==> src/rtl/cordic_pkg.sv <==
// Shared constants, types and helpers for the pipelined phase-to-sine/cosine CORDIC.
// Internal x/y carry XY_FRAC fractional bits so per-stage truncation stays well below one output LSB.
package cordic_pkg;

    localparam int PHASE_W   = 20;
    localparam int OUT_W     = 16;
    localparam int N_ITER    = 16;
    localparam int Z_W       = 24;
    localparam int XY_W      = 20;
    localparam int XY_FRAC   = 3;
    localparam int AMPLITUDE = 32000;
    localparam int SAT_MAX   = 32767;
    localparam int X0        = 19432;
    localparam int LATENCY   = N_ITER + 2;

    // Residual phase bits below the quadrant field, and their alignment into the angle word.
    localparam int RES_W   = PHASE_W - 3;
    localparam int Z_SHIFT = Z_W - (PHASE_W - 1);
    localparam int Z_PAD   = Z_W - RES_W - Z_SHIFT;

    localparam logic signed [XY_W-1:0] X0_INIT = XY_W'(X0 << XY_FRAC);

    typedef enum logic [1:0] {
        QUAD_0 = 2'd0,
        QUAD_1 = 2'd1,
        QUAD_2 = 2'd2,
        QUAD_3 = 2'd3
    } quad_t;

    // round(atan(2^-i) * 2^Z_W / (2*pi))
    function automatic logic [Z_W-1:0] atan_const(input int idx);
        case (idx)
            0:       return 24'd2097152;
            1:       return 24'd1238021;
            2:       return 24'd654136;
            3:       return 24'd332050;
            4:       return 24'd166669;
            5:       return 24'd83416;
            6:       return 24'd41718;
            7:       return 24'd20860;
            8:       return 24'd10430;
            9:       return 24'd5215;
            10:      return 24'd2608;
            11:      return 24'd1304;
            12:      return 24'd652;
            13:      return 24'd326;
            14:      return 24'd163;
            15:      return 24'd81;
            default: return '0;
        endcase
    endfunction

    // Drop the fractional guard bits with round-half-up, then clamp symmetrically.
    function automatic logic signed [OUT_W-1:0] round_sat(input logic signed [XY_W-1:0] v);
        logic signed [XY_W:0] ext;
        logic signed [XY_W:0] half;
        logic signed [XY_W:0] r;
        logic signed [XY_W:0] hi;
        logic signed [XY_W:0] lo;
        ext  = $signed({v[XY_W-1], v});
        half = $signed((XY_W+1)'(1 << (XY_FRAC - 1)));
        r    = (ext + half) >>> XY_FRAC;
        hi   = $signed((XY_W+1)'(SAT_MAX));
        lo   = -hi;
        if (r > hi) begin
            return OUT_W'(hi);
        end else if (r < lo) begin
            return OUT_W'(lo);
        end
        return OUT_W'(r);
    endfunction

endpackage

==> src/rtl/cordic_stage.sv <==
// One registered CORDIC micro-rotation; the quadrant rides along untouched.
module cordic_stage
    import cordic_pkg::*;
#(
    parameter int STAGE = 0
) (
    input  logic                   clk,
    input  logic                   rst_n,
    input  logic signed [XY_W-1:0] x,
    input  logic signed [XY_W-1:0] y,
    input  logic signed [Z_W-1:0]  z,
    input  quad_t                  q,
    output logic signed [XY_W-1:0] x_reg,
    output logic signed [XY_W-1:0] y_reg,
    output logic signed [Z_W-1:0]  z_reg,
    output quad_t                  q_reg
);

    localparam logic signed [Z_W-1:0] ATAN_I = $signed(atan_const(STAGE));

    logic signed [XY_W-1:0] x_shift;
    logic signed [XY_W-1:0] y_shift;
    logic signed [XY_W-1:0] x_next;
    logic signed [XY_W-1:0] y_next;
    logic signed [Z_W-1:0]  z_next;

    always_comb begin
        x_shift = x >>> STAGE;
        y_shift = y >>> STAGE;
        x_next  = x;
        y_next  = y;
        z_next  = z;
        // Non-negative residual angle rotates counter-clockwise.
        if (!z[Z_W-1]) begin
            x_next = x - y_shift;
            y_next = y + x_shift;
            z_next = z - ATAN_I;
        end else begin
            x_next = x + y_shift;
            y_next = y - x_shift;
            z_next = z + ATAN_I;
        end
    end

    always_ff @(posedge clk or negedge rst_n) begin
        if (!rst_n) begin
            x_reg <= '0;
            y_reg <= '0;
            z_reg <= '0;
            q_reg <= QUAD_0;
        end else begin
            x_reg <= x_next;
            y_reg <= y_next;
            z_reg <= z_next;
            q_reg <= q;
        end
    end

endmodule

==> src/rtl/cordic_phase_gen.sv <==
// Fully pipelined phase-to-cos/sin converter: input register, N_ITER rotation stages,
// then quadrant unfolding with rounding and saturation into the output register.
module cordic_phase_gen
    import cordic_pkg::*;
(
    input  logic                    clk,
    input  logic                    rst_n,
    input  logic [PHASE_W-1:0]      arg,
    output logic signed [OUT_W-1:0] Re_out,
    output logic signed [OUT_W-1:0] Im_out
);

    logic signed [XY_W-1:0] x0_reg;
    logic signed [XY_W-1:0] y0_reg;
    logic signed [Z_W-1:0]  z0_reg;
    quad_t                  q0_reg;

    logic signed [XY_W-1:0] x_pipe [N_ITER];
    logic signed [XY_W-1:0] y_pipe [N_ITER];
    logic signed [Z_W-1:0]  z_pipe [N_ITER];
    quad_t                  q_pipe [N_ITER];

    logic signed [XY_W-1:0] c_fin;
    logic signed [XY_W-1:0] s_fin;
    logic signed [XY_W-1:0] re_next;
    logic signed [XY_W-1:0] im_next;

    // The turn-count bit and the leftover angle are intentionally discarded.
    logic unused_bits;
    assign unused_bits = ^{arg[PHASE_W-1], z_pipe[N_ITER-1]};

    // The rotation only ever sees the first-quadrant residual; the quadrant is reapplied at the end.
    always_ff @(posedge clk or negedge rst_n) begin
        if (!rst_n) begin
            x0_reg <= '0;
            y0_reg <= '0;
            z0_reg <= '0;
            q0_reg <= QUAD_0;
        end else begin
            x0_reg <= X0_INIT;
            y0_reg <= '0;
            z0_reg <= {{Z_PAD{1'b0}}, arg[RES_W-1:0], {Z_SHIFT{1'b0}}};
            q0_reg <= quad_t'(arg[PHASE_W-2 -: 2]);
        end
    end

    genvar gi;
    generate
        for (gi = 0; gi < N_ITER; gi++) begin : g_stage
            if (gi == 0) begin : g_first
                cordic_stage #(
                    .STAGE(gi)
                ) u_stage (
                    .clk   (clk),
                    .rst_n (rst_n),
                    .x     (x0_reg),
                    .y     (y0_reg),
                    .z     (z0_reg),
                    .q     (q0_reg),
                    .x_reg (x_pipe[gi]),
                    .y_reg (y_pipe[gi]),
                    .z_reg (z_pipe[gi]),
                    .q_reg (q_pipe[gi])
                );
            end else begin : g_rest
                cordic_stage #(
                    .STAGE(gi)
                ) u_stage (
                    .clk   (clk),
                    .rst_n (rst_n),
                    .x     (x_pipe[gi-1]),
                    .y     (y_pipe[gi-1]),
                    .z     (z_pipe[gi-1]),
                    .q     (q_pipe[gi-1]),
                    .x_reg (x_pipe[gi]),
                    .y_reg (y_pipe[gi]),
                    .z_reg (z_pipe[gi]),
                    .q_reg (q_pipe[gi])
                );
            end
        end
    endgenerate

    assign c_fin = x_pipe[N_ITER-1];
    assign s_fin = y_pipe[N_ITER-1];

    always_comb begin
        re_next = c_fin;
        im_next = s_fin;
        case (q_pipe[N_ITER-1])
            QUAD_0: begin
                re_next = c_fin;
                im_next = s_fin;
            end
            QUAD_1: begin
                re_next = -s_fin;
                im_next = c_fin;
            end
            QUAD_2: begin
                re_next = -c_fin;
                im_next = -s_fin;
            end
            QUAD_3: begin
                re_next = s_fin;
                im_next = -c_fin;
            end
            default: begin
                re_next = c_fin;
                im_next = s_fin;
            end
        endcase
    end

    always_ff @(posedge clk or negedge rst_n) begin
        if (!rst_n) begin
            Re_out <= '0;
            Im_out <= '0;
        end else begin
            Re_out <= round_sat(re_next);
            Im_out <= round_sat(im_next);
        end
    end

endmodule

==> config.mk <==
export PLATFORM = sky130hd
export DESIGN_NAME = cordic_phase_gen
export DESIGN_NICKNAME = d
export VERILOG_FILES = /design/src/rtl/cordic_pkg.sv /design/src/rtl/cordic_stage.sv /design/src/rtl/cordic_phase_gen.sv
export SDC_FILE = /design/constraint.sdc
export NUM_CORES = 2
export LEC_CHECK = 0
export BUFFER_PORTS_ARGS = -buffer_cell sky130_fd_sc_hd__buf_4
export CAP_MARGIN = 25
export CORE_UTILIZATION = 40
export DETAILED_ROUTE_END_ITERATION = 8
export GPL_ROUTABILITY_DRIVEN = 0
export GPL_TIMING_DRIVEN = 0
export PLACE_DENSITY = 0.58
export SETUP_SLACK_MARGIN = 0.5
export SYNTH_ARGS = -nofsm -noshare
export SYNTH_HDL_FRONTEND = slang
export SYNTH_SLANG_ARGS = --single-unit
==> constraint.sdc <==
create_clock -name clk -period 6.31 [get_ports clk]
set_clock_uncertainty 0.05 [all_clocks]
set_input_delay 0.631 -clock clk [delete_from_list [all_inputs] [get_ports clk]]
set_output_delay 0.631 -clock clk [all_outputs]
set_load 0.01 [all_outputs]
==> metrics.log <==
[metrics] outcome: complete, no violations
[metrics] detailed placement HPWL: 122500 µm
[metrics] # Max-Cap Violations: 0
[metrics] synthesized netlist cell count: 7272
[metrics] final critical path time including I/O delays and setup: between 5000 and 6000 ps
[metrics] number of synthesis warnings: 0
[metrics] number of flops mapped to enable cells by yosys: 0
[metrics] clock-pin transition on the worst setup and hold timing paths: 60 ps
[metrics] library cell with the largest summed area after synthesis: sky130_fd_sc_hd__dfrtp_1
[metrics] initial antenna violation count: 0
[metrics] post-detailed-route DRC marker count: 0
[metrics] wire length of the first global-routing pass: 258400 µm
[metrics] clock insertion delay at the later pin of the skew report: 750 ps
[metrics] vias after detailed routing: 52630
[metrics] Cell Area, Placed: 71670 µm²
[metrics] final setup violation count: 0
[metrics] main flop type after synthesis: sky130_fd_sc_hd__dfrtp_1
[metrics] aggregate global routing overflow: 0
[metrics] summed negative setup slack over all endpoints: 0 ps
[metrics] leading cell type by number of instances after synthesis: sky130_fd_sc_hd__dfrtp_1
[metrics] Critical Path Start Type: flop
[metrics] Max transition margin: 0.2411
[metrics] synthesis-to-layout area growth: 11.57%
[metrics] number of global-route vias before repair: 51280
[metrics] total count of max-transition violations in the final report: 0
[metrics] max reg flops: between 300 and 400
[metrics] distinct cell type count after synthesis: 87
[metrics] number of storage elements in the synthesis netlist: 966
[metrics] final std cells w/o fill: 9785
[metrics] Syn Nets: 8188
[metrics] top area cells in the synthesized netlist: sky130_fd_sc_hd__dfrtp_1 35%, sky130_fd_sc_hd__ha_1 16%, sky130_fd_sc_hd__xnor2_1 8.5%
[metrics] fraction of final layout cells with drive strength greater than 1: 0.05484
[metrics] Async SR Flop Fraction: 1.000
[metrics] average cell area after synthesis: between 9 and 10 µm²
[metrics] # port buffers: 52
[metrics] deepest level of the CTS H-tree: 3
[metrics] Die Span X: 414.9 µm
[metrics] total global-route track usage: 0.1798
[metrics] placeable core region: 169300 µm²
[metrics] sequential fraction of the synthesis area: 0.3545
[metrics] top cell type's share of synthesized area: 0.3545
[metrics] DRC marker count from the first detailed-route iteration: 3168
[metrics] standard-cell rows: 151
[metrics] setup bufs post-CTS: 0
[metrics] nets: between 8000 and 9000
[metrics] final hold violations: 0
[metrics] largest net degree at the start of global routing: 126
[metrics] via count normalized by instance count: about 5.4
[metrics] Die Outline Area: roughly 170000 µm²
[metrics] arrival time of the worst setup path: 6090 ps
[metrics] critical path fanouts, max: 10
[metrics] Routed WL: 155900 µm
[metrics] setup repair after global routing missed its margin: no
[metrics] highest achievable clock rate: about 0.18 GHz
[metrics] cell area after layout: 76090 µm²
[metrics] number of sinks handled by clock tree synthesis: about 970
[metrics] ranking of synthesized cells by instance count: 966 x sky130_fd_sc_hd__dfrtp_1, 855 x sky130_fd_sc_hd__ha_1, 750 x sky130_fd_sc_hd__nor2_1
[metrics] final worst-path cycle share: 0.8670
[metrics] number of antenna repair diodes: 0
[metrics] path type of the worst min-delay path: flop to flop
[metrics] final routed wire length divided by cell count: 15.93 µm
[metrics] initial cell density of the core: 0.4029
[metrics] height of the die: 414.9 µm
[metrics] synthesized area: 68200 µm²
[metrics] critical path class: flop to flop
[metrics] Bufs on Longest Clock Path: 3
[metrics] dpl cells: 9557
[metrics] CTS tree: done
[metrics] actual slew at the worst max-slew pin: 1128 ps
[metrics] category of the worst setup path capture point: flop
[metrics] fin worst setup slack: 839.1 ps
[metrics] Pre-Repair DR Iteration Count: 6
[metrics] number of nets still failing antenna checks after routing: 0
[metrics] Setup WS pre-CTS: 425.9 ps
[metrics] Clk Tree Root Cell: sky130_fd_sc_hd__clkbuf_16
[metrics] number of buffers created by CTS: roughly 110
[metrics] data required time at the worst endpoint: approximately 6900 ps
[metrics] count of boundary I/O pins: 54
==> layout by cell type (no fill, tap or decap), types with 36 or more instances in the layout <==
cell type                     n
sky130_fd_sc_hd__dfrtp_1    966
sky130_fd_sc_hd__ha_1       855
sky130_fd_sc_hd__nor2_1     750
sky130_fd_sc_hd__xnor2_1    659
sky130_fd_sc_hd__a21oi_1    620
sky130_fd_sc_hd__nand2_1    354
sky130_fd_sc_hd__o21ai_0    330
sky130_fd_sc_hd__nor3_1     321
sky130_fd_sc_hd__inv_1      310
sky130_fd_sc_hd__xor2_1     275
sky130_fd_sc_hd__nand3_1    165
sky130_fd_sc_hd__a21o_1     161
sky130_fd_sc_hd__nor2b_1    141
sky130_fd_sc_hd__clkbuf_16  110
sky130_fd_sc_hd__clkbuf_1    92
sky130_fd_sc_hd__nand2b_1    90
sky130_fd_sc_hd__a31oi_1     89
sky130_fd_sc_hd__o21a_1      88
sky130_fd_sc_hd__a211oi_1    82
sky130_fd_sc_hd__or3_1       57
sky130_fd_sc_hd__and3_1      57
sky130_fd_sc_hd__and2_1      54
sky130_fd_sc_hd__o21bai_1    54
sky130_fd_sc_hd__buf_4       51
sky130_fd_sc_hd__o41ai_1     45
sky130_fd_sc_hd__nor4_1      44
sky130_fd_sc_hd__mux2i_1     40
sky130_fd_sc_hd__or2_2       40
sky130_fd_sc_hd__o31ai_1     39
sky130_fd_sc_hd__fa_1        39
sky130_fd_sc_hd__o211ai_1    36
==> per-layer routing <==
layer,up-vias,GRT usage,part of all wire
li1,26480,-,-
met1,25030,0.2348,0.46
met2,899,0.3116,0.48
met3,228,0.02453,0.041
met4,0,0.04513,0.023
met5,-,0,0
==> through the flow <==
step / util / hold slack (ps)
after CTS: 0.4490 / 265.6
after floorplan: - / 281.2
final: 0.4495 / 282.6
after global routing: 0.4495 / 268.5
after detailed placement: 0.4234 / 284.7
after global placement: 0.4216 / 281.4
==> critical path, stage by stage (launching register included) <==
cell and delay (ps):
sky130_fd_sc_hd__dfrtp_1 590, sky130_fd_sc_hd__clkbuf_1 590, sky130_fd_sc_hd__clkbuf_1 470, sky130_fd_sc_hd__mux2_2 450
sky130_fd_sc_hd__ha_1 280, sky130_fd_sc_hd__a21o_1 160, sky130_fd_sc_hd__a21oi_1 210, sky130_fd_sc_hd__o21ai_0 180
sky130_fd_sc_hd__o41ai_2 500, sky130_fd_sc_hd__o21ai_0 350, sky130_fd_sc_hd__o41a_1 400, sky130_fd_sc_hd__a41o_1 260
sky130_fd_sc_hd__o41a_1 350, sky130_fd_sc_hd__a21o_1 190, sky130_fd_sc_hd__a21oi_1 160, sky130_fd_sc_hd__xnor2_1 170
==> logic make-up (layout without fill, tap and decap cells) <==
| family | Yosys count | after routing | share of synthesized area |
|---|---|---|---|
| fa+ha+maj | 894 | 894 | 0.1683 |
| simple gates | 2166 | 2166 | 0.1520 |
| buf+inv | 429 | 724 | 0.02407 |
| flops | 966 | 966 | 0.3545 |
| xor+xnor | 934 | 934 | 0.1200 |
| other cells | 1 | 1 | 0.00005499 |
| mux | 76 | 76 | 0.01185 |
| compound gates | 1806 | 1806 | 0.1693 |
==> final cells by class <==
class	count	area [µm²]
buffer	115	462.9
clock buffer	135	3047
clock inverter	70	1086
fill	16060	93200
inverter	314	1179
multi-input combinational	5877	42430
sequential	966	24170
tap	2218	2775
timing repair buffer	90	928.4
==> path summary, 6_finish.rpt <==
path                                                          startpoint                                        endpoint  slack (ps)  depth (start not counted)
hold reg to reg             g_stage[5].g_rest.u_stage.z_reg[0]$_DFF_PN0_    g_stage[6].g_rest.u_stage.z_reg[0]$_DFF_PN0_         280                          0
setup / recovery           g_stage[5].g_rest.u_stage.z_reg[23]$_DFF_PN0_   g_stage[6].g_rest.u_stage.x_reg[19]$_DFF_PN0_         840                         15
max in group asynchronous                                          rst_n    g_stage[2].g_rest.u_stage.q_reg[1]$_DFF_PN0_        3630                          6
min in group asynchronous                                          rst_n  g_stage[13].g_rest.u_stage.z_reg[23]$_DFF_PN0_         410                          2
setup reg to reg           g_stage[5].g_rest.u_stage.z_reg[23]$_DFF_PN0_   g_stage[6].g_rest.u_stage.x_reg[19]$_DFF_PN0_         840                         15
hold / removal              g_stage[5].g_rest.u_stage.z_reg[0]$_DFF_PN0_    g_stage[6].g_rest.u_stage.z_reg[0]$_DFF_PN0_         280                          0
==> what timing repair did <==
action	CTS	global route
hold buffers	20	0
hold endpoints to repair	86	0
resized for setup	2	5
setup endpoints to repair	2	5
cloned	0	0
Power is left out: the tool's default activity adds up to more than one toggle a clock period on the data nets, which glitch-free logic cannot reach.
